$ cat src/rtl/iterative_muldiv_pkg.sv
// Shared encodings for the iterative multiply/divide unit: operation select,
// FSM states and the default datapath width.
package iterative_muldiv_pkg;

    localparam int DEF_WIDTH = 32;

    typedef enum logic [1:0] {
        OP_MUL  = 2'b00,
        OP_DIV  = 2'b01,
        OP_MOD  = 2'b10,
        OP_RSVD = 2'b11
    } op_e;

    typedef enum logic [1:0] {
        ST_IDLE = 2'b00,
        ST_RUN  = 2'b01,
        ST_DONE = 2'b10
    } state_e;

endpackage

$ cat src/rtl/muldiv_datapath.sv
// Shift-add multiplier and restoring divider registers, advanced one iteration
// per enabled cycle. Exposes next-iteration values so the final step can be captured.
module muldiv_datapath
    import iterative_muldiv_pkg::*;
#(
    parameter int WIDTH = DEF_WIDTH
) (
    input  logic             clock,
    input  logic             reset,
    input  logic             load,
    input  logic             step,
    input  logic [WIDTH-1:0] opa,
    input  logic [WIDTH-1:0] opb,
    output logic [WIDTH-1:0] mul_nxt,
    output logic [WIDTH-1:0] quo_nxt,
    output logic [WIDTH-1:0] rem_nxt
);

    logic [WIDTH-1:0]   mcand_r;
    logic [WIDTH-1:0]   dvsr_r;
    logic [WIDTH-1:0]   quo_r;
    logic [WIDTH-1:0]   rem_r;
    logic [2*WIDTH-1:0] prod_r;

    logic [WIDTH:0]     psum_s;
    logic [2*WIDTH-1:0] prod_s;
    logic [WIDTH:0]     shift_s;
    logic [WIDTH-1:0]   diff_s;
    logic               ge_s;
    logic [WIDTH-1:0]   quo_s;
    logic [WIDTH-1:0]   rem_s;

    // One multiply iteration and one restoring-divide iteration
    always_comb begin
        psum_s = {1'b0, prod_r[2*WIDTH-1:WIDTH]} + {1'b0, mcand_r};
        if (prod_r[0]) begin
            prod_s = {psum_s, prod_r[WIDTH-1:1]};
        end else begin
            prod_s = {1'b0, prod_r[2*WIDTH-1:1]};
        end
        // Remainder stays below the divisor, so the low WIDTH bits of the difference suffice
        shift_s = {rem_r, quo_r[WIDTH-1]};
        ge_s    = (shift_s >= {1'b0, dvsr_r});
        diff_s  = shift_s[WIDTH-1:0] - dvsr_r;
        if (ge_s) begin
            rem_s = diff_s;
            quo_s = {quo_r[WIDTH-2:0], 1'b1};
        end else begin
            rem_s = shift_s[WIDTH-1:0];
            quo_s = {quo_r[WIDTH-2:0], 1'b0};
        end
    end

    assign mul_nxt = prod_s[WIDTH-1:0];
    assign quo_nxt = quo_s;
    assign rem_nxt = rem_s;

    // Operand capture on load, iteration on step
    always_ff @(posedge clock or negedge reset) begin
        if (!reset) begin
            mcand_r <= {WIDTH{1'b0}};
            dvsr_r  <= {WIDTH{1'b0}};
            quo_r   <= {WIDTH{1'b0}};
            rem_r   <= {WIDTH{1'b0}};
            prod_r  <= {(2*WIDTH){1'b0}};
        end else if (load) begin
            mcand_r <= opa;
            dvsr_r  <= opb;
            quo_r   <= opa;
            rem_r   <= {WIDTH{1'b0}};
            prod_r  <= {{WIDTH{1'b0}}, opb};
        end else if (step) begin
            prod_r  <= prod_s;
            quo_r   <= quo_s;
            rem_r   <= rem_s;
        end
    end

endmodule

$ cat src/rtl/iterative_muldiv.sv
// Multi-cycle unsigned mul/div/mod unit: IDLE/RUN/DONE control with an iteration
// counter around muldiv_datapath; result and flags are registered at done.
module iterative_muldiv
    import iterative_muldiv_pkg::*;
#(
    parameter int WIDTH = DEF_WIDTH,
    parameter int CNT_W = 6
) (
    input  logic             clock,
    input  logic             reset,
    input  logic             start,
    input  logic [1:0]       opSel,
    input  logic [WIDTH-1:0] dataA,
    input  logic [WIDTH-1:0] dataB2,
    output logic             busy,
    output logic             done,
    output logic [WIDTH-1:0] result,
    output logic             zero,
    output logic             negative,
    output logic             divByZero
);

    state_e           state_r, state_s;
    op_e              op_r, op_s;
    logic [CNT_W-1:0] cnt_r, cnt_s;
    logic [WIDTH-1:0] result_r, result_s;
    logic             dbz_r, dbz_s;
    logic             busy_r, done_r;
    logic             load_s, step_s;
    logic             bypass_s, byp_dbz_s;
    logic [WIDTH-1:0] byp_res_s;
    logic [WIDTH-1:0] mul_nxt_s, quo_nxt_s, rem_nxt_s;

    muldiv_datapath #(.WIDTH(WIDTH)) u_datapath (
        .clock   (clock),
        .reset   (reset),
        .load    (load_s),
        .step    (step_s),
        .opa     (dataA),
        .opb     (dataB2),
        .mul_nxt (mul_nxt_s),
        .quo_nxt (quo_nxt_s),
        .rem_nxt (rem_nxt_s)
    );

    // Ops that finish without iterating: divide/modulo by zero and the reserved code
    always_comb begin
        bypass_s  = 1'b0;
        byp_dbz_s = 1'b0;
        byp_res_s = {WIDTH{1'b0}};
        case (op_e'(opSel))
            OP_DIV: begin
                bypass_s  = (dataB2 == {WIDTH{1'b0}});
                byp_dbz_s = bypass_s;
                byp_res_s = {WIDTH{1'b1}};
            end
            OP_MOD: begin
                bypass_s  = (dataB2 == {WIDTH{1'b0}});
                byp_dbz_s = bypass_s;
                byp_res_s = dataA;
            end
            OP_RSVD: begin
                bypass_s  = 1'b1;
                byp_dbz_s = 1'b0;
                byp_res_s = {WIDTH{1'b0}};
            end
            default: begin
                bypass_s  = 1'b0;
                byp_dbz_s = 1'b0;
                byp_res_s = {WIDTH{1'b0}};
            end
        endcase
    end

    // Next-state, counter and result selection
    always_comb begin
        state_s  = state_r;
        op_s     = op_r;
        cnt_s    = cnt_r;
        result_s = result_r;
        dbz_s    = dbz_r;
        load_s   = 1'b0;
        step_s   = 1'b0;
        case (state_r)
            ST_IDLE: begin
                if (start) begin
                    load_s = 1'b1;
                    op_s   = op_e'(opSel);
                    cnt_s  = {CNT_W{1'b0}};
                    if (bypass_s) begin
                        state_s  = ST_DONE;
                        result_s = byp_res_s;
                        dbz_s    = byp_dbz_s;
                    end else begin
                        state_s  = ST_RUN;
                    end
                end else begin
                    state_s = ST_IDLE;
                end
            end
            ST_RUN: begin
                step_s = 1'b1;
                // The last iteration's value is taken straight from the datapath's next value
                if (cnt_r == CNT_W'(WIDTH - 1)) begin
                    state_s = ST_DONE;
                    dbz_s   = 1'b0;
                    case (op_r)
                        OP_MUL:  result_s = mul_nxt_s;
                        OP_DIV:  result_s = quo_nxt_s;
                        OP_MOD:  result_s = rem_nxt_s;
                        default: result_s = {WIDTH{1'b0}};
                    endcase
                end else begin
                    cnt_s = cnt_r + CNT_W'(1);
                end
            end
            ST_DONE: begin
                state_s = ST_IDLE;
            end
            default: begin
                state_s = ST_IDLE;
            end
        endcase
    end

    // Control state and registered outputs
    always_ff @(posedge clock or negedge reset) begin
        if (!reset) begin
            state_r  <= ST_IDLE;
            op_r     <= OP_MUL;
            cnt_r    <= {CNT_W{1'b0}};
            result_r <= {WIDTH{1'b0}};
            dbz_r    <= 1'b0;
            busy_r   <= 1'b0;
            done_r   <= 1'b0;
        end else begin
            state_r  <= state_s;
            op_r     <= op_s;
            cnt_r    <= cnt_s;
            result_r <= result_s;
            dbz_r    <= dbz_s;
            busy_r   <= (state_s == ST_RUN);
            done_r   <= (state_s == ST_DONE);
        end
    end

    assign busy      = busy_r;
    assign done      = done_r;
    assign result    = result_r;
    assign divByZero = dbz_r;
    assign zero      = (result_r == {WIDTH{1'b0}});
    assign negative  = result_r[WIDTH-1];

endmodule

$ cat config.mk
export PLATFORM = sky130hd
export DESIGN_NAME = iterative_muldiv
export DESIGN_NICKNAME = d
export VERILOG_FILES = /design/src/rtl/iterative_muldiv_pkg.sv /design/src/rtl/muldiv_datapath.sv /design/src/rtl/iterative_muldiv.sv
export SDC_FILE = /design/constraint.sdc
export NUM_CORES = 1
export LEC_CHECK = 0
export CAP_MARGIN = 0
export CORE_ASPECT_RATIO = 0.8
export CORE_UTILIZATION = 40
export DETAILED_ROUTE_END_ITERATION = 10
export SYNTH_ARGS = -nofsm -noshare
export SYNTH_HDL_FRONTEND = slang
export SYNTH_SLANG_ARGS = --single-unit
$ cat constraint.sdc
create_clock -name clock -period 3.1 [get_ports clock]
set_input_delay 0.465 -clock clock [delete_from_list [all_inputs] [get_ports clock]]
set_output_delay 0.465 -clock clock [all_outputs]
set_load 0.02 [all_outputs]
==> impl_metrics.yaml <==
status:
  outcome: "complete, no violations"
synthesis:
  synth.avg_cell_area_um2: 8.596
  synthDistinctLibCells: 72
  synth_edf_count: 0
  synth_area_leaders: "dfrtp_1 (40%), o21ai_0 (6.6%), nand2_1 (6.1%)"
  ys_seq_elements: 237
  synthCells: 1732
  yosysTopAreaCell: "dfrtp_1"
  yosys_warnings: 0
  synth_nets: 1872
  async_reset_ff_share_pct: 100.0
  synth_top_area_share_pct: 39.84
  synth_ff_type: "dfrtp_1"
  netlist_area_mm2: 0.01489
  ys_seq_area_share_pct: 39.84
global_routing:
  grt-ovfl-total: 0
  gr-usage-all-layers_pct: 26.68
  antenna_found_initial: 0
  grt_pass1_wl_um: 79520
  grt_pass1_vias: 13410
  grt_max_degree: 85
timing:
  min_period_ns: 3.071
  relSlewSlack_pct: 47.02
  fin_skew_ns: 0.01741
  period_share_pct: 99.07
  fin_tns_setup_ns: 0
  setup_ws_ns: 0.02878
  max_freq_mhz: 325.6
  slew_violations: 0
  rsz0062_at_grt: "true"
  setup_viol: 0
  worst_pin_slew_ns: 0.7948
  hold_violations: 0
final_layout:
  finalNonFillerCells: 2379
  final_common_cell: "nand2_1"
  diodes: 0
  syn2layout_area_growth_pct: 23.39
  final_layout_size_suffix_gt1_share_pct: 12.53
  fin_nets: 2020
  layout_common_cells: "nand2_1 (239), dfrtp_1 (235), o21ai_0 (191)"
clock_network:
  cts_tree: "built"
  clk_pin_slew_worst_paths_ns: 0.06
  worst_skew_pair.late_latency_ns: 0.56
  htreeDepth: 1
  root_buffer: "clkbuf_16"
  cts_buffers: 27
  clock_path_buffers: 3
  cts.sinks: 237
critical_path:
  critPathArrivalTime_ns: 3.50
  cpLargestDelayFamily: "compound AO/OA/AOI/OAI gates"
  path_buf_inv: 3
  cp_slowest_cell: "dfrtp_1"
  start_kind: "register"
  critPathMaxStageDelay_ns: 0.39
  path_max_fanout: 3
  cp_common_cell: "inv_2"
  critPathCaptureType: "register"
  setup.worst_path.class: "reg -> reg"
  path_cells: "inv_2 > ha_4 > inv_2 > fa_2 > a21o_1 > a22o_1 > o221ai_2 > buf_4 > o31a_1 > nand3_2 > a41oi_2 > mux2i_1 > a21oi_1 > or3_1"
  cp.required_ns: 3.53
power:
  seq_power_share_pct: 24.3
  vdd_drop_max_uv: 553.4
  finalPower_w: 0.02446
  clkPwrFrac_pct: 14.0
  p_switching_w: 0.01131
  internal_power_w: 0.01314
  swShare_pct: 46.26
  power_leakage_nw: 8.015
  power_density_mw_per_mm2: 1331
  pwr-share-comb_pct: 61.7
placed_design:
  hpwlAfterDp_um: 36180
  dpl.cell_count: 2319
  io_buffers: 105
  place_ws_ns: -0.2447
  gp_congestion: 0.9308
die:
  rows: 62
  dieArea_mm2: 0.03800
  die_h_um: 174.6
  initial_utilization_pct: 41.01
  die_x_um: 217.7
  ios: 106
  core_mm2: 0.03630
route:
  via_per_inst: 5.924
  ant_nets: 0
  wire_per_inst_um: 21.35
  vias: 14094
  met2_length_um: 21700
  wl_met1_um: 24960
  met3_length_um: 3130
  post-route-drc-count: 0
  routed.top_layer: "met4"
  drt_pass1_iterations: 6
  routed_wirelength_um: 50800
  first_iter_violations: 1277
worst_hold_path:
  hp-class: "in -> async"
flow_run:
  cap_violations: 0
==> worst reg2reg max path, cell delays in order (launching register included) <==
cell and delay (ns):
dfrtp_1 0.39, inv_2 0.09, ha_4 0.13, inv_2 0.03
fa_2 0.34, a21o_1 0.19, a22o_1 0.21, o221ai_2 0.16
buf_4 0.17, o31a_1 0.18, nand3_2 0.11, a41oi_2 0.27
mux2i_1 0.28, a21oi_1 0.09, or3_1 0.32
==> power groups by stage <==
stage / Combinational [W] / Sequential [W] / Clock [W]
6_report: 0.0151 / 0.00593 / 0.00342
5_1_grt: 0.0165 / 0.00607 / 0.00359
4_1_cts: 0.0143 / 0.00587 / 0.00348
3_5_place_dp: 0.0141 / 0.00589 / 0
3_3_place_gp: 0.0138 / 0.00588 / 0
2_1_floorplan: 0.00919 / 0.00561 / 0
==> metal layers <==
metal | up-vias | global-route usage [%]
met2 | 448 | 38.60
li1 | 6579 | -
met1 | 7012 | 41.74
met4 | 0 | 5.604
met5 | - | 0
met3 | 55 | 3.570
==> synth_stat cells (7+ instances only) <==
master,number
a211o_1,9
a211oi_1,13
a21o_1,33
a21oi_1,170
a22oi_1,69
a31oi_1,15
a32oi_1,7
buf_1,7
buf_2,10
clkbuf_1,92
dfrtp_1,237
ha_1,69
inv_1,53
mux2i_1,53
nand2_1,240
nand2b_1,15
nand3_1,15
nand4_1,15
nor2_1,71
nor2b_1,74
nor3_1,32
nor4_1,19
o211ai_1,13
o21a_1,10
o21ai_0,197
o221ai_1,24
o22a_1,15
xnor2_1,30
xor2_1,24
==> flip-flops by register name (all words and copies together), names as in the netlist <==
| register | count |
|---|---|
| u_datapath.rem_r | 32 |
| divByZero | 1 |
| done | 1 |
| result | 32 |
| op_r | 2 |
| state_r | 2 |
| u_datapath.prod_r | 64 |
| u_datapath.mcand_r | 32 |
| cnt_r | 6 |
| busy | 1 |
| u_datapath.quo_r | 32 |
| u_datapath.dvsr_r | 32 |
==> cell families after synthesis <==
logic type | Yosys count | synth area share [%]
AO/OA/AOI/OAI | 633 | 26.52
XOR/XNOR | 54 | 3.177
adder cells (fa/ha/maj) | 71 | 6.068
buffers and inverters | 169 | 4.488
flip-flops | 237 | 39.84
multiplexers | 55 | 3.715
AND/OR/NAND/NOR | 513 | 16.20
==> layout make-up <==
type	instances	area, µm²
repair buffers	234	2110
inverters	54	202.7
multi-input cells	1326	8600
clock inverters	15	186.4
clock buffers	33	738.2
fillers	3483	17930
flip-flops and latches	237	5933
well taps	480	600.6
==> per-stage QoR <==
step | hold slack (ns) | area, µm² | utilization (%)
finish | 0.4061 | 18370 | 50.60
detailed placement | 0.4010 | 17080 | 47.04
floorplan | 0.1694 | 14890 | -
global route | 0.4291 | 18370 | 50.60
CTS | 0.4070 | 18080 | 49.79
global placement | 0.3959 | 17080 | 47.04
==> worst paths after layout <==
check                           cells after the start                               start  slack (ns)                                  to
worst max-delay path                               14    u_datapath.quo_r[31]$_DFFE_PN0P_        0.03              result[30]$_DFFE_PN0P_
max in group asynchronous                           3                               reset        1.76   u_datapath.prod_r[62]$_DFFE_PN0P_
worst max register to register                     14    u_datapath.quo_r[31]$_DFFE_PN0P_        0.03              result[30]$_DFFE_PN0P_
worst min-delay path                                2                               reset        0.41    u_datapath.dvsr_r[9]$_DFFE_PN0P_
min in group clock                                  2  u_datapath.mcand_r[22]$_DFFE_PN0P_        0.48  u_datapath.mcand_r[22]$_DFFE_PN0P_
worst min register to register                      2  u_datapath.mcand_r[22]$_DFFE_PN0P_        0.48  u_datapath.mcand_r[22]$_DFFE_PN0P_
==> timing repair <==
item,in CTS,in global routing
endpoints found under the setup margin,9,43
endpoints found under the hold margin,42,0
resized for setup,8,45
hold buffers,1,0
setup buffers,4,8
pin swaps,8,17
Note: power is estimated with default switching activity, not from simulation.
